$ cat src/rtl/time_disp_pkg.sv
// Shared constants for the time display scanner: digit count, default clock
// and the active-low {g,f,e,d,c,b,a} segment font.
package time_disp_pkg;

  localparam int NUM_DIGITS     = 6;
  localparam int DEFAULT_CLK_HZ = 25_000_000;

  localparam logic [6:0] SEG_0     = 7'b1000000;
  localparam logic [6:0] SEG_1     = 7'b1111001;
  localparam logic [6:0] SEG_2     = 7'b0100100;
  localparam logic [6:0] SEG_3     = 7'b0110000;
  localparam logic [6:0] SEG_4     = 7'b0011001;
  localparam logic [6:0] SEG_5     = 7'b0010010;
  localparam logic [6:0] SEG_6     = 7'b0000010;
  localparam logic [6:0] SEG_7     = 7'b1111000;
  localparam logic [6:0] SEG_8     = 7'b0000000;
  localparam logic [6:0] SEG_9     = 7'b0010000;
  localparam logic [6:0] SEG_BLANK = 7'b1111111;

  typedef struct packed {
    logic [5:0] hours;
    logic [5:0] minutes;
    logic [5:0] seconds;
  } snapshot_t;

  function automatic logic [6:0] seg_font(input logic [3:0] code);
    logic [6:0] glyph;
    case (code)
      4'd0:    glyph = SEG_0;
      4'd1:    glyph = SEG_1;
      4'd2:    glyph = SEG_2;
      4'd3:    glyph = SEG_3;
      4'd4:    glyph = SEG_4;
      4'd5:    glyph = SEG_5;
      4'd6:    glyph = SEG_6;
      4'd7:    glyph = SEG_7;
      4'd8:    glyph = SEG_8;
      4'd9:    glyph = SEG_9;
      default: glyph = SEG_BLANK;
    endcase
    return glyph;
  endfunction

endpackage

$ cat src/rtl/time_display_scan_bin2bcd6.sv
// bin2bcd6: combinational 6-bit binary (0..63) to two BCD digits.
// Values 60..63 yield tens=6, so they display literally.
module bin2bcd6
  import time_disp_pkg::*;
(
  input  logic [5:0] bin,
  output logic [2:0] tens,
  output logic [3:0] units
);

  // Compare-and-subtract ladder; avoids a generic divider.
  always_comb begin
    tens  = 3'd0;
    units = 4'd0;
    if (bin >= 6'd60) begin
      tens  = 3'd6;
      units = 4'(bin - 6'd60);
    end else if (bin >= 6'd50) begin
      tens  = 3'd5;
      units = 4'(bin - 6'd50);
    end else if (bin >= 6'd40) begin
      tens  = 3'd4;
      units = 4'(bin - 6'd40);
    end else if (bin >= 6'd30) begin
      tens  = 3'd3;
      units = 4'(bin - 6'd30);
    end else if (bin >= 6'd20) begin
      tens  = 3'd2;
      units = 4'(bin - 6'd20);
    end else if (bin >= 6'd10) begin
      tens  = 3'd1;
      units = 4'(bin - 6'd10);
    end else begin
      tens  = 3'd0;
      units = bin[3:0];
    end
  end

endmodule

$ cat src/rtl/time_display_scan.sv
// time_display_scan: snapshots hours/minutes/seconds once per frame and scans
// six digits onto a common-anode display. Optional macro: COLON_BLINK_EN.
module time_display_scan
  import time_disp_pkg::*;
#(
  parameter int CLK_HZ   = DEFAULT_CLK_HZ,
  parameter int DIGIT_HZ = 1000,
  parameter int DIV_W    = 15
) (
  input  logic       clk,
  input  logic       rst_n,
  input  logic [5:0] value1,
  input  logic [5:0] value2,
  input  logic [5:0] value3,
  output logic [5:0] an,
  output logic [6:0] seg,
  output logic       dp,
  output logic       frame_start
);

  localparam int              DIV      = CLK_HZ / DIGIT_HZ;
  localparam logic [DIV_W-1:0] DIV_LAST = DIV_W'(DIV - 1);
  localparam logic [DIV_W-1:0] DIV_PRE  = DIV_W'(DIV - 2);
  localparam logic [2:0]       LAST_IDX = 3'(NUM_DIGITS - 1);

  logic [DIV_W-1:0] prescaler_r;
  logic [2:0]       idx_r;
  snapshot_t        snap_r;
  logic             tick_s;

  logic [5:0]       sel_value_s;
  logic [2:0]       tens_s;
  logic [3:0]       units_s;
  logic [3:0]       digit_s;
  logic [5:0]       an_next_s;
  logic             dp_next_s;

  logic [5:0]       an_r;
  logic [6:0]       seg_r;
  logic             dp_r;
  logic             frame_start_r;

  assign tick_s = (prescaler_r == DIV_LAST);

  // Prescaler and digit index; the index steps once per tick and wraps 5->0.
  always_ff @(posedge clk) begin
    if (!rst_n) begin
      prescaler_r <= '0;
      idx_r       <= 3'd0;
    end else if (tick_s) begin
      prescaler_r <= '0;
      idx_r       <= (idx_r == LAST_IDX) ? 3'd0 : idx_r + 3'd1;
    end else begin
      prescaler_r <= prescaler_r + DIV_W'(1);
      idx_r       <= idx_r;
    end
  end

  // Snapshot at the end of the last slot so a frame never mixes two captures.
  always_ff @(posedge clk) begin
    if (!rst_n) begin
      snap_r <= '0;
    end else if (tick_s && (idx_r == LAST_IDX)) begin
      snap_r <= {value1, value2, value3};
    end else begin
      snap_r <= snap_r;
    end
  end

  // Slot pair selects the field; even slots show tens, odd slots units.
  always_comb begin
    sel_value_s = snap_r.hours;
    an_next_s   = 6'b111111;
    case (idx_r)
      3'd0: begin sel_value_s = snap_r.hours;   an_next_s = 6'b011111; end
      3'd1: begin sel_value_s = snap_r.hours;   an_next_s = 6'b101111; end
      3'd2: begin sel_value_s = snap_r.minutes; an_next_s = 6'b110111; end
      3'd3: begin sel_value_s = snap_r.minutes; an_next_s = 6'b111011; end
      3'd4: begin sel_value_s = snap_r.seconds; an_next_s = 6'b111101; end
      3'd5: begin sel_value_s = snap_r.seconds; an_next_s = 6'b111110; end
      default: begin sel_value_s = snap_r.hours; an_next_s = 6'b111111; end
    endcase
  end

  bin2bcd6 u_bin2bcd6 (
    .bin   (sel_value_s),
    .tens  (tens_s),
    .units (units_s)
  );

  always_comb begin
    digit_s = 4'd0;
    if (idx_r[0]) begin
      digit_s = units_s;
    end else begin
      digit_s = {1'b0, tens_s};
    end
  end

`ifdef COLON_BLINK_EN
  localparam int BLINK_HALF = CLK_HZ / 2;
  localparam int BLINK_W    = (BLINK_HALF > 1) ? $clog2(BLINK_HALF) : 1;
  localparam logic [BLINK_W-1:0] BLINK_LAST = BLINK_W'(BLINK_HALF - 1);

  logic [BLINK_W-1:0] blink_cnt_r;
  logic               blink_r;

  // Half-second divider toggling the colon flag (1 Hz blink).
  always_ff @(posedge clk) begin
    if (!rst_n) begin
      blink_cnt_r <= '0;
      blink_r     <= 1'b0;
    end else if (blink_cnt_r == BLINK_LAST) begin
      blink_cnt_r <= '0;
      blink_r     <= ~blink_r;
    end else begin
      blink_cnt_r <= blink_cnt_r + BLINK_W'(1);
      blink_r     <= blink_r;
    end
  end

  always_comb begin
    dp_next_s = 1'b1;
    if (blink_r && ((idx_r == 3'd1) || (idx_r == 3'd3))) begin
      dp_next_s = 1'b0;
    end else begin
      dp_next_s = 1'b1;
    end
  end
`else
  assign dp_next_s = 1'b1;
`endif

  // Display registers load on tick from the slot that just completed its count;
  // frame_start is pre-decoded one cycle early so it aligns with the capture tick.
  always_ff @(posedge clk) begin
    if (!rst_n) begin
      an_r          <= 6'b111111;
      seg_r         <= SEG_BLANK;
      dp_r          <= 1'b1;
      frame_start_r <= 1'b0;
    end else begin
      frame_start_r <= (prescaler_r == DIV_PRE) && (idx_r == LAST_IDX);
      if (tick_s) begin
        an_r  <= an_next_s;
        seg_r <= seg_font(digit_s);
        dp_r  <= dp_next_s;
      end else begin
        an_r  <= an_r;
        seg_r <= seg_r;
        dp_r  <= dp_r;
      end
    end
  end

  assign an          = an_r;
  assign seg         = seg_r;
  assign dp          = dp_r;
  assign frame_start = frame_start_r;

endmodule

$ cat config.mk
export PLATFORM = sky130hd
export DESIGN_NAME = time_display_scan
export DESIGN_NICKNAME = d
export VERILOG_FILES = /design/src/rtl/time_disp_pkg.sv /design/src/rtl/time_display_scan_bin2bcd6.sv /design/src/rtl/time_display_scan.sv
export SDC_FILE = /design/constraint.sdc
export NUM_CORES = 1
export LEC_CHECK = 0
export ABC_AREA = 0
export CAP_MARGIN = 20
export CORE_UTILIZATION = 55
export DETAILED_ROUTE_END_ITERATION = 6
export PLACE_DENSITY = 0.79
export SLEW_MARGIN = 20
export SYNTH_ARGS = -nofsm -noshare
export SYNTH_HDL_FRONTEND = slang
export SYNTH_SLANG_ARGS = --single-unit
$ cat constraint.sdc
create_clock -name clk -period 5.4 [get_ports clk]
set_input_delay 0.81 -clock clk [delete_from_list [all_inputs] [get_ports clk]]
set_output_delay 0.81 -clock clk [all_outputs]
set_load 0.01 [all_outputs]
=== Word level (Yosys, flattened, before mapping) ===
Memories as Yosys holds them, arrays and structs flattened. A register that Yosys moved wholly into a read port is not among the register bits.
Cells that the tools add are included.

* Bits in registers: 43
* Bits in latches: 0
* Bits in writable memories: 0
* Memory bits (read-only): 112
* Bits of input ports: 20
* Output and inout bits: 15
* Logic and storage cells: 53
* Memories kept: 1

* $add $sub $neg: 8
* Multiply operators: 0
* Divide/modulo/power cells: 0
* Order comparisons: 6
* Equality and inequality tests: 7
* Shift operators: 0
* Muxes and demuxes: 16
* Bitwise logic cells: 1
* Reduce and logical (&&, ||, !) cells: 7

{| class="wikitable"
|+ Memories
! name !! words !! width !! rd ports !! clocked after Yosys merged registers in !! write ports !! line !! text
|-
| (no name shown) || 16 || 7 || 1 || 1 || 0 || time_disp_pkg.sv:28 || <nowiki>case (code)</nowiki>
|}

{| class="wikitable"
|+ Operators with widths
! kind !! number
|-
| one-hot mux 6 bit (6 select lines) || 1
|-
| == test 15 bit (second input constant) || 2
|-
| two-way mux 4 bit || 7
|-
| >= comparator 6 bit (second input constant) || 3
|-
| two-way mux 3 bit || 6
|-
| subtractor 4 bit (second input constant) || 4
|-
| adder 15 x 1 -> 15 bit (second input constant) || 1
|-
| >= comparator 6 x 5 -> 1 bit (second input constant) || 2
|-
| one-hot mux 6 bit (2 select lines) || 1
|-
| == test 3 x 2 -> 1 bit (second input constant) || 2
|-
| == test 3 bit (second input constant) || 2
|-
| >= comparator 6 x 4 -> 1 bit (second input constant) || 1
|-
| OR reduction 2 bit || 3
|-
| subtractor 4 x 2 -> 4 bit (second input constant) || 1
|-
| subtractor 4 x 3 -> 4 bit (second input constant) || 1
|-
| adder 3 x 1 -> 3 bit (second input constant) || 1
|-
| == test 3 x 1 -> 1 bit (second input constant) || 1
|-
| logical NOT 3 bit || 1
|-
| logical AND 1 bit || 2
|-
| logical NOT 1 bit || 1
|-
| two-way mux 1 bit || 1
|-
| NOT 1 bit || 1
|}

=== Logic depth before layout (Yosys ltp) ===
Gate-level depths: netlist of the first run.

* Depth in word-level cells: 11
* Gate-level depth with buffers: 20

=== Cells and area by module ===
A second synthesis of the first run with hierarchy kept.

* Cell total of the unflattened synthesis: 345
* Area total of the unflattened synthesis: 2907.8 µm²

{| class="wikitable"
|+ Modules (own cells, without submodules)
! module !! times used !! cells each !! area an instance (µm²) !! sequential area each (µm²)
|-
| time_display_scan || 1 || 280 || 2386.0 || 1001.0
|-
| bin2bcd6 || 1 || 65 || 521.8 || 0.0
|}

=== Worst setup path before layout of the first run ===
No wires, ideal clock.

* Path kind: register to register
* Start: register idx_r[0]
* End: register seg_r[1] (netlist: seg[1])
* Data arrival time: 4.561 ns
* Required time: 5.342 ns
* Setup slack: 0.781 ns
* Stages on the path, launching flop included: 19
* Buffers on the path: 2
* Cells stage by stage: dfxtp_1 clkbuf_1 and2_1 ha_1 clkbuf_1 nor3_2 a221oi_1 inv_1 ha_1 a221oi_1 o2111ai_1 a21oi_1 o311ai_0 o211ai_2 inv_1 ha_1 nand4b_1 a22oi_1 o22a_1

* Cells in the longest elaborated chain, start to end: 11
* Elaborated cells between the ends (all ways): 32
* Those cells by class: 6 x add/sub; 6 x order compare; 4 x eq/ne; 14 x mux; 2 x reduce/logical

{| class="wikitable"
|+ RTL lines
! item !! line !! text
|-
| start, declared || time_display_scan.sv:27 || <nowiki>logic [2:0] idx_r;</nowiki>
|-
| start signal, assigned || time_display_scan.sv:52 || <nowiki>idx_r <= (idx_r == LAST_IDX) ? 3'd0 : idx_r + 3'd1;</nowiki>
|-
| start signal, assigned || time_display_scan.sv:55 || <nowiki>idx_r <= idx_r;</nowiki>
|-
| == test 3 bit or == test 3 x 2 -> 1 bit (tied branches) || time_display_scan.sv:74 || <nowiki>case (idx_r)</nowiki>
|-
| OR reduction 2 bit (no source line) || n/a ||
|-
| one-hot mux 6 bit (2 select lines) || time_display_scan.sv:74 ||
|-
| >= comparator 6 x 4 -> 1 bit or subtractor 4 bit (tied branches) || time_display_scan_bin2bcd6.sv:30, time_display_scan_bin2bcd6.sv:32 ||
|-
| two-way mux 1 bit or two-way mux 4 bit (tied branches) || time_display_scan_bin2bcd6.sv:30 || <nowiki>end else if (bin >= 6'd10) begin</nowiki>
|-
| two-way mux 3 bit or two-way mux 4 bit (tied branches) || time_display_scan_bin2bcd6.sv:27 || <nowiki>end else if (bin >= 6'd20) begin</nowiki>
|-
| two-way mux 3 bit or two-way mux 4 bit (tied branches) || time_display_scan_bin2bcd6.sv:24 || <nowiki>end else if (bin >= 6'd30) begin</nowiki>
|-
| two-way mux 3 bit or two-way mux 4 bit (tied branches) || time_display_scan_bin2bcd6.sv:21 || <nowiki>end else if (bin >= 6'd40) begin</nowiki>
|-
| two-way mux 3 bit or two-way mux 4 bit (tied branches) || time_display_scan_bin2bcd6.sv:18 || <nowiki>end else if (bin >= 6'd50) begin</nowiki>
|-
| two-way mux 3 bit or two-way mux 4 bit (tied branches) || time_display_scan_bin2bcd6.sv:15 || <nowiki>if (bin >= 6'd60) begin</nowiki>
|-
| two-way mux 4 bit (*) || time_display_scan.sv:93 || <nowiki>if (idx_r[0]) begin</nowiki>
|-
| end, declared || time_display_scan.sv:39 || <nowiki>logic [6:0] seg_r;</nowiki>
|}

Mark *: on every way between the ends. The rest lies on a longest branch, timed or not.
A chain may end at the register's enable or synchronous reset.

=== Final worst setup path of the first run ===
Same ends and word-level chain as after synthesis.

==> metrics.txt, run 1 <==
Commonest cells post-synth 55 x nand2_1, 50 x dfxtp_1, 38 x nor2_1; DR pass1 iterations 4; share of cells above drive strength 1 6.63%; Setup TNS 0 ps; min-delay src snap_r[3]$_SDFFE_PN0P_; H-tree levels 2; MaxCap Viol Count 0; clock skew 6.43 ps; commonest register cell after synthesis dfxtp_1; largest net degree at the start of global routing 32; TritonCTS clock tree done; site row count 26; Final Core Density 66.2%; sw power 138 uW; f_max 214 MHz; total global-route track usage 24.7%; Global Route met3 Usage 4.02%; peak supply drop 0.000225 V; Critical Path AT 4930 ps; Largest stage delay, worst path 600 ps; fin crit share 86.6%; Critical-path top delay cell o41ai_1; post-cts gate resize count 0; Initial Util 57.3%; top post-synthesis cells by area dfxtp_1 34%, nand2_1 7.1%, ha_1 6.8%, a21boi_0 5.4%, nor2_1 4.9%; Post-synth EDFFs 0; TritonCTS buffer count 5; worst reg2reg path endpoint seg[1]$_SDFFE_PN1N_; total power 676 uW; Mapped Nets 390; sequential fraction of design power 55.1%; worst path cell trace and2_1, ha_1, or2_0, a221o_1, inv_2, ha_1, inv_1, o41ai_1, nand2_1, a21oi_1, o311ai_0, o211ai_2, inv_1, ha_1, nand4b_1, a22oi_1, o22a_1; RR Startpoint idx_r[0]$_SDFFE_PN0N_; M1 GR Usage 35.5%; Final GP Congestion 0.922; I/O pin cnt 35; post-synth cell types 65; Port Buffers 33; number of global-route vias before repair 2,341; Max Transition Viols Final 0; RSZ-0062 raised after global routing false; crit-path max FO 15; first-pass GRT wire length 10,700 um; Die Ht 74.9 um; max_slew headroom 43.3%; CP required 5650 ps; Hold Path Stages 2; final antenna-violating net count 0; # clock sinks 50; top-count cell post-synth nand2_1; # setup viols final 0; # DRC 0; hpwl dp 4510 um; syn avg cell area 8.27 um^2; DIE AREA 5620 um^2; Seq/Total Area, Yosys 34.2%; Logic pwr share 3.7%; Area Overhead vs Synth 15.6%; internal power 539 uW; Skew-Pair Late Insertion Delay 300 ps; postcts setup bufs 0; Hold-fix buffers, CTS 0; routed vias/inst 5.65; Hold Crit Class reg -> reg; top cell type's share of synthesized area 34.2%; Iter 0 DRT Violations 257; grt met2 use 37.1%; WL per Instance 14.0 um; ANT cells 0; layer with the highest usage met2; switching fraction of total power 20.3%; initial antenna violation count 0; hold path endpoint snap_r[3]$_SDFFE_PN0P_; flop-to-flop setup slack 720 ps; Pleak 0.00123 uW; clock transition at the registers of the reported paths 90 ps; Synth async-reset ratio 0%; PwrDens 200 nW/um^2; CTS root buf clkbuf_8; Hold Slack 472 ps; total grt overflow 0; nets@finish 412; Mapped Cells 354; synthesized cell area 2930 um^2; outcome finished, final reports clean; area leader, netlist dfxtp_1; Final Hold Vio Count 0; Die Width 74.9 um; slew at the pin closest to its max-slew limit 849 ps; R2R depth 17; Yosys reg bits 50; WS Path Type reg -> reg; core area 5110 um^2; minimum clock period 4680 ps; most used cell, CP ha_1; Clock Power Share 41.2%; drt total wl 6280 um; via count 2,526; Setup crit end kind flip-flop; crit start category flip-flop; clock buffer depth 2; Synth warnings 0
## cell type report
type,count,area [um^2]
clock buffer,6,82.6
clock inverter,2,38.8
fill,449,1730
inverter,15,56.3
multi-input combinational,270,1780
sequential,50,1000
tap,70,87.6
timing repair buffer,34,338
## layer usage
metal	wire (um)	vias to the layer above
li1	-	1289
met1	3110	1167
met2	2830	57
met3	226	13
met4	105	0
met5	0	-
## flip-flops by register name, summed over array words and instances, names as in the netlist
register,cells
an,6
frame_start,1
idx_r,3
prescaler_r,15
seg,7
snap_r,18
## power groups by stage
stage,registers [uW],logic [uW],clock network (uW)
after floorplan,381,10.3,0
after global placement,381,24.8,0
after detailed placement,381,25.2,0
after CTS,373,25.4,285
after global routing,373,27.9,300
final,373,25.1,279
## worst max path at each step
stage / startpoint / endpoint / slack (ps) / depth (start not counted)
after floorplan: idx_r[0]$_SDFFE_PN0N_ / seg[1]$_SDFFE_PN1N_ / 780 / 18
after global placement: idx_r[0]$_SDFFE_PN0N_ / seg[1]$_SDFFE_PN1N_ / 930 / 17
after CTS: idx_r[0]$_SDFFE_PN0N_ / seg[1]$_SDFFE_PN1N_ / 770 / 17
final: idx_r[0]$_SDFFE_PN0N_ / seg[1]$_SDFFE_PN1N_ / 720 / 17
after global routing: idx_r[0]$_SDFFE_PN0N_ / seg[1]$_SDFFE_PN1N_ / 330 / 18
after detailed placement: idx_r[0]$_SDFFE_PN0N_ / seg[1]$_SDFFE_PN1N_ / 800 / 17
## worst max-delay path: cells and delay by family, from the launching register on
family | cells | cell delay (ps)
AND/OR/NAND/NOR | 4 | 900
AO/OA/AOI/OAI | 7 | 2150
buffers and inverters | 3 | 330
adder cells (fa/ha/maj) | 3 | 770
flip-flops | 1 | 480
## cells by family after synthesis
family,Yosys count,share of synthesized area (%)
adder cells (fa/ha/maj),16,6.84
flip-flops,50,34.2
buffers and inverters,34,5.13
other,1,0.128
XOR/XNOR,16,4.79
multiplexers,3,1.03
AND/OR/NAND/NOR,152,25.7
AO/OA/AOI/OAI,82,22.1
## cells in the final DEF (no fill, tap or decap), drive strengths merged, types with 4 or more instances in the layout
master         count
a211oi             6
a21boi            21
a21oi              5
a221oi             4
and2              10
clkbuf             6
clkdlybuf4s50     33
dfxtp             50
ha                16
inv               16
nand2             55
nand3             14
nor2              38
nor3               5
nor3b              4
nor4               4
o21ai             13
xnor2              8
xor2               8
## through the flow
stage | cell area (um^2) | std cells | worst slack (ps)
final | 3380 | 447 | 724
after global routing | 3380 | 447 | 328
after CTS | 3380 | 447 | 772
after detailed placement | 3260 | 439 | 803
after global placement | 3260 | 439 | 933
after floorplan | 2930 | 354 | 781
Note: power is estimated with default switching activity, not from simulation.
==> run 2, diff against run 1 <==
--- a/config.mk
+++ b/config.mk
@@ -7,10 +7,10 @@
 export LEC_CHECK = 0
 export ABC_AREA = 0
 export CAP_MARGIN = 20
-export CORE_UTILIZATION = 55
+export CORE_UTILIZATION = 50
 export DETAILED_ROUTE_END_ITERATION = 6
-export PLACE_DENSITY = 0.79
-export SLEW_MARGIN = 20
+export PLACE_DENSITY = 0.73
+export SKIP_CTS_REPAIR_TIMING = 1
 export SYNTH_ARGS = -nofsm -noshare
 export SYNTH_HDL_FRONTEND = slang
 export SYNTH_SLANG_ARGS = --single-unit
==> run 2 against run 1 <==
Sequential share of layout area increased by 0.15 points. Largest power group unchanged. Largest cell class unchanged. Clock power decreased by 18%. Final cell count increased by 0.67%. Critical path depth unchanged. Worst hold slack improved by 2.8 ps. Via count increased by 0.24%. Clock-buffer cell count decreased by 1. Non-clock buffer count increased by 1. Highest routed layer unchanged. Routed wire length decreased by 3.2%.
==> metrics.txt, run 2 (same netlist as run 1, synthesis figures left out) <==
outcome finished, final reports clean; # clock sinks 50 (unchanged); Pleak 0.00122 uW (-0.78%); peak supply drop 0.000117 V (-48%); Port Buffers 33 (unchanged); RSZ-0062 raised after global routing false; ANT cells 0 (unchanged); clock transition at the registers of the reported paths 100 ps (about the same); most used cell, CP ha_1; PwrDens 187 nW/um^2 (-6.7%); DR pass1 iterations 4 (unchanged); Biggest register snap_r; share of cells above drive strength 1 6.61% (-0.018 points); site row count 27 (+3.8%); largest net degree at the start of global routing 32 (unchanged); final antenna-violating net count 0 (unchanged); Max Transition Viols Final 0 (unchanged); I/O pin cnt 35 (unchanged); fin crit share 87.2% (+0.65 points); Die Width 78.5 um (+4.8%); Setup crit end kind flip-flop; slew at the pin closest to its max-slew limit 919 ps (+70.5 ps); crit-path max FO 15 (unchanged); Hold Crit Class reg -> reg; Iter 0 DRT Violations 180 (-30%); most common cell after layout, fill and taps aside nand2_1; initial antenna violation count 0 (unchanged); max reg flops 18 (unchanged); total grt overflow 0 (unchanged); worst path cell trace and2_1, ha_1, or2_0, a221o_1, inv_2, ha_1, inv_1, o41ai_1, nand2_1, a21oi_1, o311ai_0, o211ai_2, inv_1, ha_1, nand4b_1, a22oi_1, o22a_1; Non-Filler Instances 450 (+0.67%); Largest stage delay, worst path 640 ps (+40 ps); Critical Path AT 4960 ps (+30 ps); # setup viols final 0 (unchanged); Critical-path top delay cell o41ai_1; core area 5570 um^2 (+9.1%); Placed Cells 441 (+0.46%); clock buffer depth 2 (unchanged); TritonCTS buffer count 5 (unchanged); first-pass GRT wire length 10,700 um (-0.13%); TritonCTS clock tree done; CTS root buf clkbuf_8; total global-route track usage 21.5% (-3.2 points); hpwl dp 4540 um (+0.79%); Final Hold Vio Count 0 (unchanged); Area Overhead vs Synth 15.0%; f_max 212 MHz (-0.75%); Die Ht 78.5 um (+4.8%); Skew-Pair Late Insertion Delay 300 ps (about the same); H-tree levels 2 (unchanged); Final Core Density 60.4% (-5.9 points); nets@finish 413 (+0.24%); max_slew headroom 38.5% (-4.7 points); CP required 5650 ps (about the same); total power 628 uW (-7.2%); routed vias/inst 5.63 (-0.43%); # DRC 0 (unchanged); MaxCap Viol Count 0 (unchanged); most frequent cells in the layout 55 x nand2_1, 50 x dfxtp_1, 38 x nor2_1, 33 x clkdlybuf4s50_1, 21 x a21boi_0; Initial Util 52.5% (-4.8 points); clock skew 6.37 ps (-0.0630 ps); WL per Instance 13.5 um (-3.9%); Setup TNS 0 ps (unchanged); minimum clock period 4710 ps (+35.4 ps); WS Path Type reg -> reg; drt total wl 6070 um (-3.2%); DIE AREA 6160 um^2 (+9.7%); via count 2,532 (+0.24%); Final GP Congestion 0.890 (-3.5%); crit start category flip-flop; number of global-route vias before repair 2,372 (+1.3%)
## run 2: cell types whose count changed in the layout (fill, tap and decap cells not counted), sizes merged
cell	before	now
bufinv	1	0
buf	1	2
inv	16	17
clkbuf	6	5
clkinvlp	0	1
## run 2: layer usage
| layer | vias to the layer above | share of wire (%) | global-route usage, % |
|---|---|---|---|
| met5 | - | 0 | 0 |
| met4 | 0 | 1.4 | 7.59 |
| met3 | 10 | 4.1 | 3.37 |
| met2 | 61 | 45 | 33.9 |
| met1 | 1168 | 49 | 29.7 |
| li1 | 1293 | - | - |
## run 2: path summary, 6_finish.rpt
kind | endpoint | cells after the start | slack [ps] | from
max | seg[1]$_SDFFE_PN1N_ | 17 | 690 | idx_r[0]$_SDFFE_PN0N_
min | snap_r[3]$_SDFFE_PN0P_ | 2 | 470 | snap_r[3]$_SDFFE_PN0P_
max reg2reg | seg[1]$_SDFFE_PN1N_ | 17 | 690 | idx_r[0]$_SDFFE_PN0N_
min reg2reg | snap_r[3]$_SDFFE_PN0P_ | 2 | 470 | snap_r[3]$_SDFFE_PN0P_
## run 2: critical path, delay by kind of cell (launching register included)
family	cells	cell delay, ps
fa+ha+maj	3	770
flops	1	480
simple gates	4	900
compound gates	7	2160
buf+inv	3	330
## run 2: per-stage QoR
step           cell area [um^2]  hold WS, ps  setup slack (ps)
2_1_floorplan              2930          439               781
3_3_place_gp               3260          458               870
3_5_place_dp               3260          461               780
4_1_cts                    3360          475               728
5_1_grt                    3360          508              99.6
6_report                   3360          475               689
## run 2: where the power goes
group          switching [uW]  total [uW]  internal (uW)  leakage (uW)
Clock                     134         230           96.2     0.0000467
Combinational            9.08        25.2           16.1      0.000769
Sequential               2.20         373            370      0.000404
## run 2: final cells by class
cell class / count / area (um^2)
inverters: 15 / 56.3
clock inverters: 3 / 27.5
well taps: 72 / 90.1
flip-flops and latches: 50 / 1000
fillers: 511 / 2210
repair buffers: 35 / 345
clock buffers: 5 / 68.8
multi-input cells: 270 / 1780
==> run 3, diff against run 2 <==
--- a/config.mk
+++ b/config.mk
@@ -7,9 +7,10 @@
 export LEC_CHECK = 0
 export ABC_AREA = 0
 export CAP_MARGIN = 20
-export CORE_UTILIZATION = 50
+export CORE_UTILIZATION = 56
+export CTS_CLUSTER_SIZE = 28
 export DETAILED_ROUTE_END_ITERATION = 6
-export PLACE_DENSITY = 0.73
+export PLACE_DENSITY = 0.8
 export SKIP_CTS_REPAIR_TIMING = 1
 export SYNTH_ARGS = -nofsm -noshare
 export SYNTH_HDL_FRONTEND = slang
==> run 3 against run 2 <==
Via count is 2.4% higher. Clock power up 25%. First-iteration DRC count grew 50%. Final area up 0.56%. Global-route usage rose by 5.3 points. Worst setup slack worse by 88 ps. Non-clock buffer count did not move. Clock-buffer cell count is 1 higher. Die area decreased by 10%. Clock skew decreased by 2.1 ps. Largest cell class unchanged. Highest routed layer unchanged.
==> metrics.txt, run 3 (same netlist as run 1, synthesis figures left out) <==
Port Buffers 33 (unchanged); PwrDens 203 nW/um^2 (+8.6%); total power 686 uW (+9.2%); I/O pin cnt 35 (unchanged); minimum clock period 4800 ps (+87.7 ps); # DRC 0 (unchanged); Fill cells 406 (-21%); clock transition at the registers of the reported paths 100 ps (about the same); min-delay src snap_r[2]$_SDFFE_PN0P_; max_slew headroom 40.0% (+1.4 points); total global-route track usage 26.8% (+5.3 points); worst path cell trace and2_1, ha_1, or2_0, a221o_1, inv_2, ha_1, inv_1, o41ai_1, nand2_1, a21oi_1, o311ai_0, o211ai_2, inv_1, ha_1, nand4b_1, a22oi_1, o22a_1; Setup WS pre-CTS 708 ps (-72.2 ps); hold path endpoint snap_r[2]$_SDFFE_PN0P_; clock buffer depth 2 (unchanged); slew at the pin closest to its max-slew limit 897 ps (-21.6 ps); nets@finish 413 (unchanged); Hold Path Stages 2 (unchanged); WL per Instance 14.8 um (+9.8%); most frequent cells in the layout 55 x nand2_1, 50 x dfxtp_1, 38 x nor2_1, 33 x clkdlybuf4s50_1, 21 x a21boi_0; routed vias/inst 5.83 (+3.6%); hpwl dp 4780 um (+5.3%); # setup viols final 0 (unchanged); DIE AREA 5520 um^2 (-10%); Pleak 0.00123 uW (+1.2%); ANT cells 0 (unchanged); Bufs and invs on worst path 3 (unchanged); MaxCap Viol Count 0 (unchanged); Final WS setup 601 ps (-87.7 ps); Max Transition Viols Final 0 (unchanged); Final Hold Vio Count 0 (unchanged); CP required 5660 ps (about the same); number of global-route vias before repair 2,471 (+4.2%); crit-path max FO 15 (unchanged); core area 4880 um^2 (-12%); most common cell after layout, fill and taps aside nand2_1; f_max 208 MHz (-1.8%); CP top delay family compound AO/OA/AOI/OAI gates; share of cells above drive strength 1 6.61% (unchanged); Critical-path top delay cell o41ai_1; clock skew 4.29 ps (-2.08 ps); crit start category flip-flop; TritonCTS buffer count 5 (unchanged); max reg flops 18 (unchanged); H-tree levels 2 (unchanged); Final GP Congestion 0.936 (+5.1%); CTS root buf clkbuf_8; Die Ht 74.3 um (-5.4%); Die Width 74.3 um (-5.4%); initial antenna violation count 0 (unchanged); site row count 25 (-7.4%); Skew-Pair Late Insertion Delay 310 ps (about the same); R2R depth 17 (unchanged); flop-to-flop setup slack 600 ps (-90 ps); Largest stage delay, worst path 630 ps (about the same); outcome finished, final reports clean; worst reg2reg path endpoint seg[1]$_SDFFE_PN1N_; # clock sinks 50 (unchanged); RR Startpoint idx_r[0]$_SDFFE_PN0N_; final antenna-violating net count 0 (unchanged); most used cell, CP ha_1; DR pass1 iterations 5 (+1); fin crit share 88.9% (+1.6 points); peak supply drop 0.000187 V (+59%); total grt overflow 0 (unchanged); Critical Path AT 5060 ps (+100 ps); via count 2,593 (+2.4%); drt total wl 6590 um (+8.6%); largest net degree at the start of global routing 32 (unchanged); Setup TNS 0 ps (unchanged); first-pass GRT wire length 11,500 um (+7.4%); WS Path Type reg -> reg; Area Overhead vs Synth 15.6%; Setup crit end kind flip-flop; Hold Crit Class reg -> reg; RSZ-0062 raised after global routing false; TritonCTS clock tree done; Iter 0 DRT Violations 270 (+50%); Biggest register snap_r; Initial Util 60.0% (+7.5 points)
-- run 3: worst min-delay path, cell delays in order, from the launching register on --
cell and delay (ps):
dfxtp_1 320, nand2_1 50, a21boi_0 60
-- run 3: cell type report --
type	instances	area, um^2	area share (%)
Sequential cell	50	1000	29.6
Multi-Input combinational cell	270	1780	52.5
Clock inverter	2	38.8	1.15
Clock buffer	6	82.6	2.44
Timing Repair Buffer	35	345	10.2
Inverter	15	56.3	1.66
Tap cell	67	83.8	2.48
-- run 3: metrics by stage --
step	instances	hold slack (ps)	cell area [um^2]	utilization (%)
floorplan	354	439	2930	-
global placement	436	458	3250	66.7
detailed placement	436	471	3250	66.7
CTS	444	485	3380	69.2
global route	445	520	3380	69.3
finish	445	477	3380	69.3
-- run 3: report_power, final --
group	switching (uW)	internal [uW]	leakage, uW
clock	135	153	0.0000618
sequential	2.29	370	0.000404
combinational	9.16	16.0	0.000769
-- run 3: worst max-delay path by stage --
stage / startpoint / to / slack (ps) / depth (start not counted)
after floorplan: idx_r[0]$_SDFFE_PN0N_ / seg[1]$_SDFFE_PN1N_ / 780 / 18
after global placement: idx_r[0]$_SDFFE_PN0N_ / seg[1]$_SDFFE_PN1N_ / 910 / 17
after detailed placement: idx_r[0]$_SDFFE_PN0N_ / seg[1]$_SDFFE_PN1N_ / 710 / 17
after CTS: idx_r[0]$_SDFFE_PN0N_ / seg[1]$_SDFFE_PN1N_ / 690 / 17
after global routing: idx_r[0]$_SDFFE_PN0N_ / seg[1]$_SDFFE_PN1N_ / 200 / 18
final: idx_r[0]$_SDFFE_PN0N_ / seg[1]$_SDFFE_PN1N_ / 600 / 17
-- run 3: routing by layer --
layer	vias up	part of all wire (%)	global-route usage, %	wire length, um
met5	-	0	0	0
met4	0	1.5	8.60	97
met3	12	5.3	5.42	352
met2	86	44	40.4	2930
met1	1205	49	38.6	3220
li1	1290	-	-	-
==> RTL edit (settings of run 2) <==
Put one more register stage on the output `seg`, with the module's reset. The value now appears one clock later. The other outputs are not delayed to match.
--- a/src/rtl/time_display_scan.sv
+++ b/src/rtl/time_display_scan.sv
@@ -155,5 +155,11 @@
 
   assign an          = an_r;
-  assign seg         = seg_r;
+  always_ff @(posedge clk) begin
+    if (!rst_n) begin
+      seg <= '0;
+    end else begin
+      seg <= seg_r;
+    end
+  end
   assign dp          = dp_r;
   assign frame_start = frame_start_r;
Function: changed (a bounded check fails within 4 cycles, from zero or initial values and one cycle with rst_n low).
==> RTL edit against run 2 <==
- routed wire length is 16% higher
- sequential power is 15% higher
- synthesized area is 11% higher
- combinational power is 36% higher
- core utilization is 0.19 points lower
- worst hold slack worse by 0.020 ns
- critical path depth is 1 higher
- setup slack worse by 0.14 ns
- design area is 13% higher
- highest routed layer unchanged
- clock skew is 0.0027 ns higher
- total power is 31% higher
- sequential cell count is 7 higher
==> RTL edit: results (changes against run 2) <==
Synth Warn #=0 (unchanged); initial antenna violation count=0 (unchanged); Largest regs=snap_r: 18 flops, prescaler_r: 15 flops; Tot GR Track Use=22.8% (+1.3 points); Synthesized Nets=413 (+5.9%); diode count=0 (unchanged); synth unique cells=67 (+3.1%); fraction of layout cells with a size suffix above 1=8.78% (+2.2 points); most frequent cells after synthesis=57 x dfxtp_1, 55 x nand2_1, 38 x nor2_1, 19 x a21boi_0, 16 x ha_1; Max H-tree Level=3 (+1); Max IR drop VDD=0.207 mV (+76%); post-place setup slack=0.611 ns (-0.169 ns); final WL=7.04 mm (+16%); CTS Root Buffer Type=clkbuf_8; drt first-iter violations=145 (-19%); gpl congestion=0.833 (-6.4%); port buffer count=33 (unchanged); CTS buffer count=9 (+4); Fill cells=573 (+12%); Hold Crit Class=flip-flop to flip-flop; hpwl dp=4.93 mm (+8.4%); adder-cell share of the synthesized area=6.14% (-0.70 points); crit path max fanout=15 (unchanged); clk slew on worst S/H paths=0.07 ns (-0.03 ns); Arr. time, crit path=5.10 ns (+0.14 ns); clk_skew=0.00905 ns (+0.00268 ns); Worst slew margin=43.7% (+5.1 points); Worst Hold Launch=seg_r[5]; first-pass GRT wire length=11.8 mm (+10%); Seq/Total Area, Yosys=35.0% (+0.82 points); Pleak=0.00133 uW (+9.0%); critical path launch point type=flip-flop; status=completed; clock latency on the worst-skew pair=0.34 ns (+0.04 ns); vias=2755 (+8.8%); nets@finish=441 (+6.8%); multiplexer share of the synthesized area=1.69% (+0.66 points); Synth Flop Type=dfxtp_1; Pins Over Slew Limit=0 (unchanged); CTS max path bufs=2 (unchanged); Synth Area in XOR/XNOR=3.49% (-1.3 points); complex-gate fraction of the synthesized area=25.5% (+3.4 points); Synth area leaders=dfxtp_1 35%, nand2_1 6.3%, ha_1 6.1%, a21boi_0 4.4%, nor2_1 4.4%; vias in the first global route=2517 (+6.1%); 1st-pass router iterations=4 (unchanged); ys async rst share=0% (unchanged); largest net degree at the start of global routing=42 (+31%); FF-to-FF Start=idx_r[2]
RTL edit: changes by cell type after synthesis, sizes merged, moves of 4 or more:
cell,change
dfxtp,+7
nand2b,+6
nand4,+6
o2bb2ai,+6
a31oi,+4
and2,+4
nand3,-4
xnor2,-4
RTL edit: final cells by class:
type	count	area share [%]
clock buffer	10	3.62
multi-input combinational	288	52.1
clock inverter	6	1.12
tap	77	2.54
inverter	14	1.45
timing repair buffer	35	9.09
sequential	57	30.0
RTL edit: power breakdown:
part / internal [uW] / switching, uW
clock network: 179 / 180
logic: 22.0 / 12.2
registers: 425 / 2.57
total: 626 / 195
RTL edit: metrics by stage:
step           power (uW)  utilization [%]  std cells  cell area, sq um
3_3_place_gp          471             57.2        470              3610
6_report              821             60.2        487              3800
2_1_floorplan         450                -        377              3260
3_5_place_dp          472             57.2        470              3610
4_1_cts               831             60.0        486              3790
5_1_grt               854             60.2        487              3800
RTL edit: metal layers:
layer	wire length [microns]	global-route usage [%]	vias up
met4	122	9.31	0
li1	-	-	1407
met3	276	5.27	14
met5	0	0	-
met1	3680	33.2	1283
met2	2960	31.9	51
RTL edit: critical path, stage by stage, from the launching register on:
cell and delay, ns:
dfxtp_1 0.64, inv_1 0.09, ha_1 0.35, inv_1 0.20, o21ai_2 0.18, a221o_1 0.49
inv_1 0.23, ha_1 0.20, inv_1 0.05, a221oi_2 0.28, and2_1 0.23, a2bb2oi_1 0.18
nor2_1 0.11, o311ai_2 0.48, and2_1 0.24, inv_1 0.09, ha_1 0.20, mux2_4 0.27
o311ai_2 0.24
RTL edit: cell families (layout without fill, tap and decap cells):
family | count (synthesis) | after routing
AND/OR/NAND/NOR | 159 | 159
adder cells (fa/ha/maj) | 16 | 16
multiplexers | 5 | 5
XOR/XNOR | 13 | 13
flip-flops | 57 | 57
other | 1 | 1
buffers and inverters | 32 | 65
AO/OA/AOI/OAI | 94 | 94
RTL edit: worst paths after layout:
kind         slack, ns  cells past startpoint  endpoint
min reg2reg       0.45                      1    seg[5]
max reg2reg       0.55                     18  seg_r[4]
min               0.45                      1    seg[5]
max               0.55                     18  seg_r[4]
